==> config.mk <==
export PLATFORM = sky130hd
export DESIGN_NAME = hex_scroll_ctrl
export DESIGN_NICKNAME = d
export VERILOG_FILES = /design/src/rtl/hex_scroll_ctrl.sv
export SDC_FILE = /design/constraint.sdc
export NUM_CORES = 1
export LEC_CHECK = 0
export BUFFER_PORTS_ARGS = -buffer_cell sky130_fd_sc_hd__buf_2
export CORE_MARGIN = 2
export CORE_UTILIZATION = 48
export CTS_BUF_LIST = sky130_fd_sc_hd__clkbuf_8
export DETAILED_ROUTE_END_ITERATION = 12
export GPL_ROUTABILITY_DRIVEN = 1
export PLACE_DENSITY_LB_ADDON = 0.08
export SLEW_MARGIN = 20
export SYNTH_ARGS = -nofsm -noshare
export SYNTH_HDL_FRONTEND = slang
export SYNTH_SLANG_ARGS = --single-unit
export TNS_END_PERCENT = 5
==> constraint.sdc <==
create_clock -name clk -period 3.35 [get_ports clk]
set_clock_uncertainty 0.1 [all_clocks]
set_input_delay 0.5025 -clock clk [delete_from_list [all_inputs] [get_ports clk]]
set_output_delay 0.5025 -clock clk [all_outputs]
set_load 0.01 [all_outputs]
==> src/rtl/hex_scroll_ctrl.sv <==
// hex_scroll_ctrl
//   Scrolls the 8-slot message "d E 1 0 2 _ _ _" across NUM_DISP seven-segment
//   displays. Each display gets a 3-bit character code:
//   000=d, 001=E, 010=1, 011=0, 100=2, 111=blank.
//   Scrolling is automatic (one step every TICK_DIV clocks) while run=1, or
//   manual (one step per rising edge of the step key) while run=0.
module hex_scroll_ctrl #(
  parameter int unsigned NUM_DISP = 6,
  parameter int unsigned TICK_DIV = 50_000_000
) (
  input  logic                  clk,
  input  logic                  rst_n,
  input  logic                  run,
  input  logic                  dir,
  input  logic                  step,
  input  logic                  restart,
  output logic [3*NUM_DISP-1:0] codes,
  output logic [2:0]            offset,
  output logic                  tick,
  output logic                  busy
);

  localparam int unsigned MSG_LEN = 8;
  localparam int unsigned OFS_W   = 3;
  localparam int unsigned CNT_W   = $clog2(TICK_DIV);
  localparam logic [CNT_W-1:0] CNT_MAX = CNT_W'(TICK_DIV - 1);

  typedef enum logic {
    STOPPED = 1'b0,
    RUNNING = 1'b1
  } state_t;

  state_t           state;
  state_t           state_next;
  logic [CNT_W-1:0] cnt;
  logic [CNT_W-1:0] cnt_next;
  logic             step_q;
  logic             step_edge;
  logic             advance;
  logic [2:0]       msg [MSG_LEN];

  // Fixed message table, slot 0 is the leftmost character at offset 0.
  always_comb begin
    msg[0] = 3'b000;  // d
    msg[1] = 3'b001;  // E
    msg[2] = 3'b010;  // 1
    msg[3] = 3'b011;  // 0
    msg[4] = 3'b100;  // 2
    msg[5] = 3'b111;  // blank
    msg[6] = 3'b111;  // blank
    msg[7] = 3'b111;  // blank
  end

  assign step_edge = step & ~step_q;

  // State register.
  always_ff @(posedge clk or negedge rst_n) begin
    if (!rst_n) begin
      state <= STOPPED;
    end else begin
      state <= state_next;
    end
  end

  // Next-state, step counter and advance decision; restart overrides both
  // the counter and any advance but leaves the state to follow run.
  always_comb begin
    state_next = state;
    cnt_next   = cnt;
    advance    = 1'b0;
    busy       = 1'b0;
    case (state)
      STOPPED: begin
        cnt_next = '0;
        if (run) begin
          state_next = RUNNING;
        end else if (step_edge) begin
          advance = 1'b1;
        end
      end
      RUNNING: begin
        busy = 1'b1;
        if (!run) begin
          state_next = STOPPED;
          cnt_next   = '0;
        end else if (cnt == CNT_MAX) begin
          cnt_next = '0;
          advance  = 1'b1;
        end else begin
          cnt_next = cnt + CNT_W'(1);
        end
      end
      default: begin
        state_next = STOPPED;
        cnt_next   = '0;
      end
    endcase
    if (restart) begin
      cnt_next = '0;
      advance  = 1'b0;
    end
  end

  // Counter, key history, offset and tick pulse.
  always_ff @(posedge clk or negedge rst_n) begin
    if (!rst_n) begin
      cnt    <= '0;
      step_q <= 1'b0;
      offset <= '0;
      tick   <= 1'b0;
    end else begin
      cnt    <= cnt_next;
      step_q <= step;
      tick   <= advance;
      if (restart) begin
        offset <= '0;
      end else if (advance) begin
        offset <= dir ? offset - OFS_W'(1) : offset + OFS_W'(1);
      end
    end
  end

  // Display k shows message slot (offset + NUM_DISP-1-k) mod 8; the 3-bit
  // add wraps naturally, so no explicit modulo is needed.
  always_comb begin
    codes = '0;
    for (int unsigned k = 0; k < NUM_DISP; k++) begin
      codes[3*k +: 3] = msg[offset + OFS_W'(NUM_DISP - 1 - k)];
    end
  end

endmodule
* Word level (Yosys, flattened, before mapping) *
Memories as Yosys holds them, arrays and structs flattened.
Cells that the tools add are included.

cells by class
  add/subtract/negate cells = 7
  eq/ne operators = 1
  reductions and logical operators = 1
  bitwise logic cells = 9
  multiplexer cells = 27
  magnitude comparators = 6

operators with widths
  operator                                                            count
  26-bit 2-to-1 mux                                                   3
  26-bit case mux with 2 select lines                                 1
  3-bit 2-to-1 mux                                                    15
  26-bit by 1-bit adder with 26-bit output, second input constant     1
  26-bit == test, second input constant                               1
  4-bit greater-or-equal comparator, second input constant            6
  3-bit inverter with 4-bit output                                    6
  1-bit 2-to-1 mux                                                    7
  3-bit by 2-bit adder with 3-bit output, second input constant       2
  3-bit adder, second input constant                                  2
  3-bit by 1-bit adder with 3-bit output, second input constant       1
  3-bit by 1-bit subtractor with 3-bit output, second input constant  1
  1-bit inverter                                                      2
  1-bit case mux with 2 select lines                                  1
  2-bit nonzero test                                                  1
  1-bit AND                                                           1

storage, ports and cells
  bits in read-only memories = 144
  flip-flop bits (word level) = 32
  logic and storage cells = 62
  memories = 6

memories
  name              words  width  read ports  clocked after Yosys merged registers in  write ports  line  source
  (name not given)  8      3      1           0                                        0            128   codes[3*k +: 3] = msg[offset + OFS_W'(NUM_DISP - 1 - k)];
  (name not given)  8      3      1           0                                        0            128
  (name not given)  8      3      1           0                                        0            128
  (name not given)  8      3      1           0                                        0            128
  (name not given)  8      3      1           0                                        0            128
  (name not given)  8      3      1           0                                        0            128

* Logic depth before layout (Yosys ltp) *
  depth in word-level cells = 8
  mapped depth = 6
  mapped depth without buffers = 6

* Least setup slack after synthesis *
No wires, ideal clock.

  kind = flip-flop to output port
  from = reg offset[0]
  to = out codes[12]
  data arrival time = 1.628 ns
  path slack = 1.119 ns
  stages on the path, launching flop included = 5
  cell sequence = dfrtp_1 -> ha_1 -> xnor2_1 -> inv_1 -> a21oi_1

on the way
  longest elaborated chain between the ends = 5

RTL lines
  item                                                    line  source
  start: declaration                                      18    output logic [2:0] offset,
  start signal: assignment                                118   offset <= dir ? offset - OFS_W'(1) : offset + OFS_W'(1);
  3-bit by 1-bit adder with 3-bit output                  128
  3-bit inverter with 4-bit output (not written as such)  128
  memory 8 x 3 bit                                        n/a
  3-bit 2-to-1 mux (not written as such) (2 in series)    128
  end: declaration                                        17    output logic [3*NUM_DISP-1:0] codes,

Every way passes these cells. The select of a mux whose other input is x is not followed.

* Worst setup path in the final report *
  from = reg offset[0]
  to = out codes[7]

on the way
  longest elaborated chain between the ends = 5

RTL lines
  item                                                    line
  3-bit by 2-bit adder with 3-bit output                  128
  3-bit inverter with 4-bit output (not written as such)  128
  memory 8 x 3 bit                                        n/a
  3-bit 2-to-1 mux (not written as such) (2 in series)    128

Every way passes these cells. The select of a mux whose other input is x is not followed.

==> metrics.md <==
| Metric | Value |
|---|---|
| Maximum Capacitance Violations | 0 |
| Vias in the first global route | 1379 |
| P_leak | 0.000901 uW |
| EDFF count, synth | 0 |
| CTS tree | done |
| Post-synthesis sequential area ratio | 0.425 |
| Post-CTS setup buffers | 0 |
| Cell taking the most area after synthesis | dfrtp_1 |
| Core Region | 0.00372 sq mm |
| Top layer in use | met4 |
| Share of layout cells above drive strength 1 | 0.188 |
| Net Count, Synth | 227 |
| Final Power | 773 uW |
| Unrepaired setup endpoints after global routing | no |
| # rows | 22 |
| Actual slew at the worst max-slew pin | 697 ps |
| Detailed-route vias per instance | 5.43 |
| Via count | 1591 |
| CP Cell Sequence | inv_1, ha_1, xnor2_1, mux2i_1, buf_2 |
| Filler Cell Count | 349 |
| IO buf count | 28 |
| Total track usage | 0.190 |
| Crit path time final | 2470 ps |
| GPL Wtd Cong | 0.820 |
| Setup CP Type | flip-flop to output pin |
| CTS Hold Bufs | 0 |
| Sw Share | 0.248 |
| Slowest CP cell | dfrtp_1 |
| Worst path bufs/invs | 2 |
| CP Capture Type | output pin |
| GR Overflow Total | 0 |
| Largest net degree at the start of global routing | 33 |
| Mux cell area share after synthesis | 0.0232 |
| Area delta synth->final | 14.1% |
| Critical-path maximum fanout | 8 |
| Synth Area in Adders | 0.0398 |
| WL per Instance | 13.1 microns |
| Unique masters post-synth | 35 |
| Worst path arrival time | 1870 ps |
| CP Launch Type | flip-flop |
| Clock-pin slew on the worst setup and hold paths | 70 ps |
| Ant. Diodes | 0 |
| Critical path required time | 2750 ps |
| Worst skew pair latency | 290 ps |
| First-pass GRT wire length | 6330 microns |
| Net Switching | 192 uW |
| Fin Setup TNS | 0 ps |
| Most frequent cell after synthesis | nor2_1 |
| Top cells by area, synth | dfrtp_1 42%, nor2_1 6.8%, xnor2_1 6.5% |
| Fin crit share | 0.738 |
| Post-CTS sizing | 0 |
| Initial DRC count | 55 |
| Part of the power in registers | 0.511 |
| Max-Slew Margin vs Limit | 0.535 |
| Worst path top cell family by delay | flip-flops |
| Area share of and/or/nand/nor cells after synthesis | 0.283 |
| Max-slew violation count | 0 |
| Top-area cell type share of the netlist area | 0.425 |
| Clock buffer depth | 2 |
| Top FF cell, synth | dfrtp_1 |
| Met2 Routed Length | 1730 microns |
| Die height | 66.7 microns |
| VDD IR max | 0.243 mV |
| Synth Area in XOR/XNOR | 0.0790 |
| Pwr dens | 359 mW/mm^2 |
| Largest family of logic cells by synthesized area | simple AND/OR/NAND/NOR gates |
| Clock root buffer | clkbuf_8 |
| Fin nets | 256 |
| CP max stage delay | 470 ps |
| Total routed wirelength | 3830 microns |
| Initial Utilization | 0.507 |
| Seq cells post-synth | 32 |
| # H-tree levels | 2 |
| Ys async rst share | 1.00 |
| Mean Syn Cell Area | 8.77 sq um |
| Top Ports | 29 |
| Comb power frac | 0.093 |
| P_int | 581 uW |
| Sink Count | 32 |
| Post-synth top cells | 34 x nor2_1, 32 x dfrtp_1, 20 x a21oi_1 |
| Complex-gate fraction of the synthesized area | 0.110 |
| Mapped cell area | 0.00189 sq mm |
| Fmax achieved | 404 MHz |
| Clock group share of total power | 0.395 |
| Full die area | 0.00445 sq mm |
| Final Hold Viols | 0 |
| Routed Antenna Nets | 0 |
| Die X | 66.7 microns |
| Initial antenna violation count | 0 |
| Final setup violation count | 0 |
| Status | complete, no violations |
| Synth Warn # | 0 |
| Post-DP HPWL | 2770 microns |
| Met3 WL post-DR | 120 microns |
| Hold crit path type | primary input to asynchronous set/reset pin |
| Post-synthesis cell count | 215 |
| Pre-Repair DR Iteration Count | 4 |
| Total CTS buffers | 5 |
| DRC | 0 |
| Metal-1 WL | 1920 microns |
per-layer routing:
layer | track usage | vias up
li1 | - | 817
met1 | 0.264 | 744
met4 | 0.0765 | 0
met2 | 0.288 | 23
met3 | 0.0405 | 7
met5 | 0 | -
registers in the layout, indices dropped and copies added, names as in the netlist:
signal  cells
step_q      1
tick        1
offset      3
state       1
cnt        26
through the flow:
step	hold slack (ps)	cell area (sq um)	utilization	std cells	setup WS, ps
6_report	156	2150	0.579	293	877
3_5_place_dp	390	2060	0.554	285	1160
3_3_place_gp	388	2060	0.554	285	1200
2_1_floorplan	107	1890	-	215	1120
5_1_grt	228	2150	0.579	293	708
4_1_cts	179	2150	0.579	293	846
cells in the final DEF (no fill, tap or decap), drive strengths merged, types with 2 or more instances in the layout:
cell type   n
nor2       34
dfrtp      32
buf        30
a21oi      21
xnor2      14
nand2      13
nand3      10
inv         9
o21ai       9
or3         9
nand4       8
nor3        7
and3        6
ha          6
clkbuf      6
or4         6
o31ai       4
xor2        3
mux2        3
nor4        2
clkinv      2
logic make-up after synthesis:
logic type,after synthesis
fa+ha+maj,6
mux,4
xor+xnor,17
simple gates,102
compound gates,37
buf+inv,17
flops,32
path summary, 6_finish.rpt:
kind	cells past startpoint	slack, ps	to	start
worst min register to register	1	390	cnt[0]	cnt[0]
worst min-delay path	1	160	cnt[19]	rst_n
max in group asynchronous	1	2540	cnt[5]	rst_n
worst max register to register	5	1210	cnt[24]	cnt[0]
min in group clk	1	240	step_q	step
worst max-delay path	5	880	codes[7]	offset[0]
area by class of cell:
cell class                 count  area (sq um)  share of cell area
multi-input combinational    166          1010               0.469
sequential                    32           801               0.372
timing repair buffer          30           155              0.0721
clock buffer                   6          82.6              0.0384
tap                           48          60.1              0.0279
inverter                       9          33.8              0.0157
clock inverter                 2          10.0             0.00465
power by group through the flow:
stage	Sequential, uW	Combinational [uW]	Clock [uW]
after floorplan	401	41.9	0
after global placement	403	73.7	0
after detailed placement	403	73.6	0
after CTS	395	73.9	317
after global routing	396	81.8	330
final	396	72.3	306
Note: power is estimated with default switching activity, not from simulation.
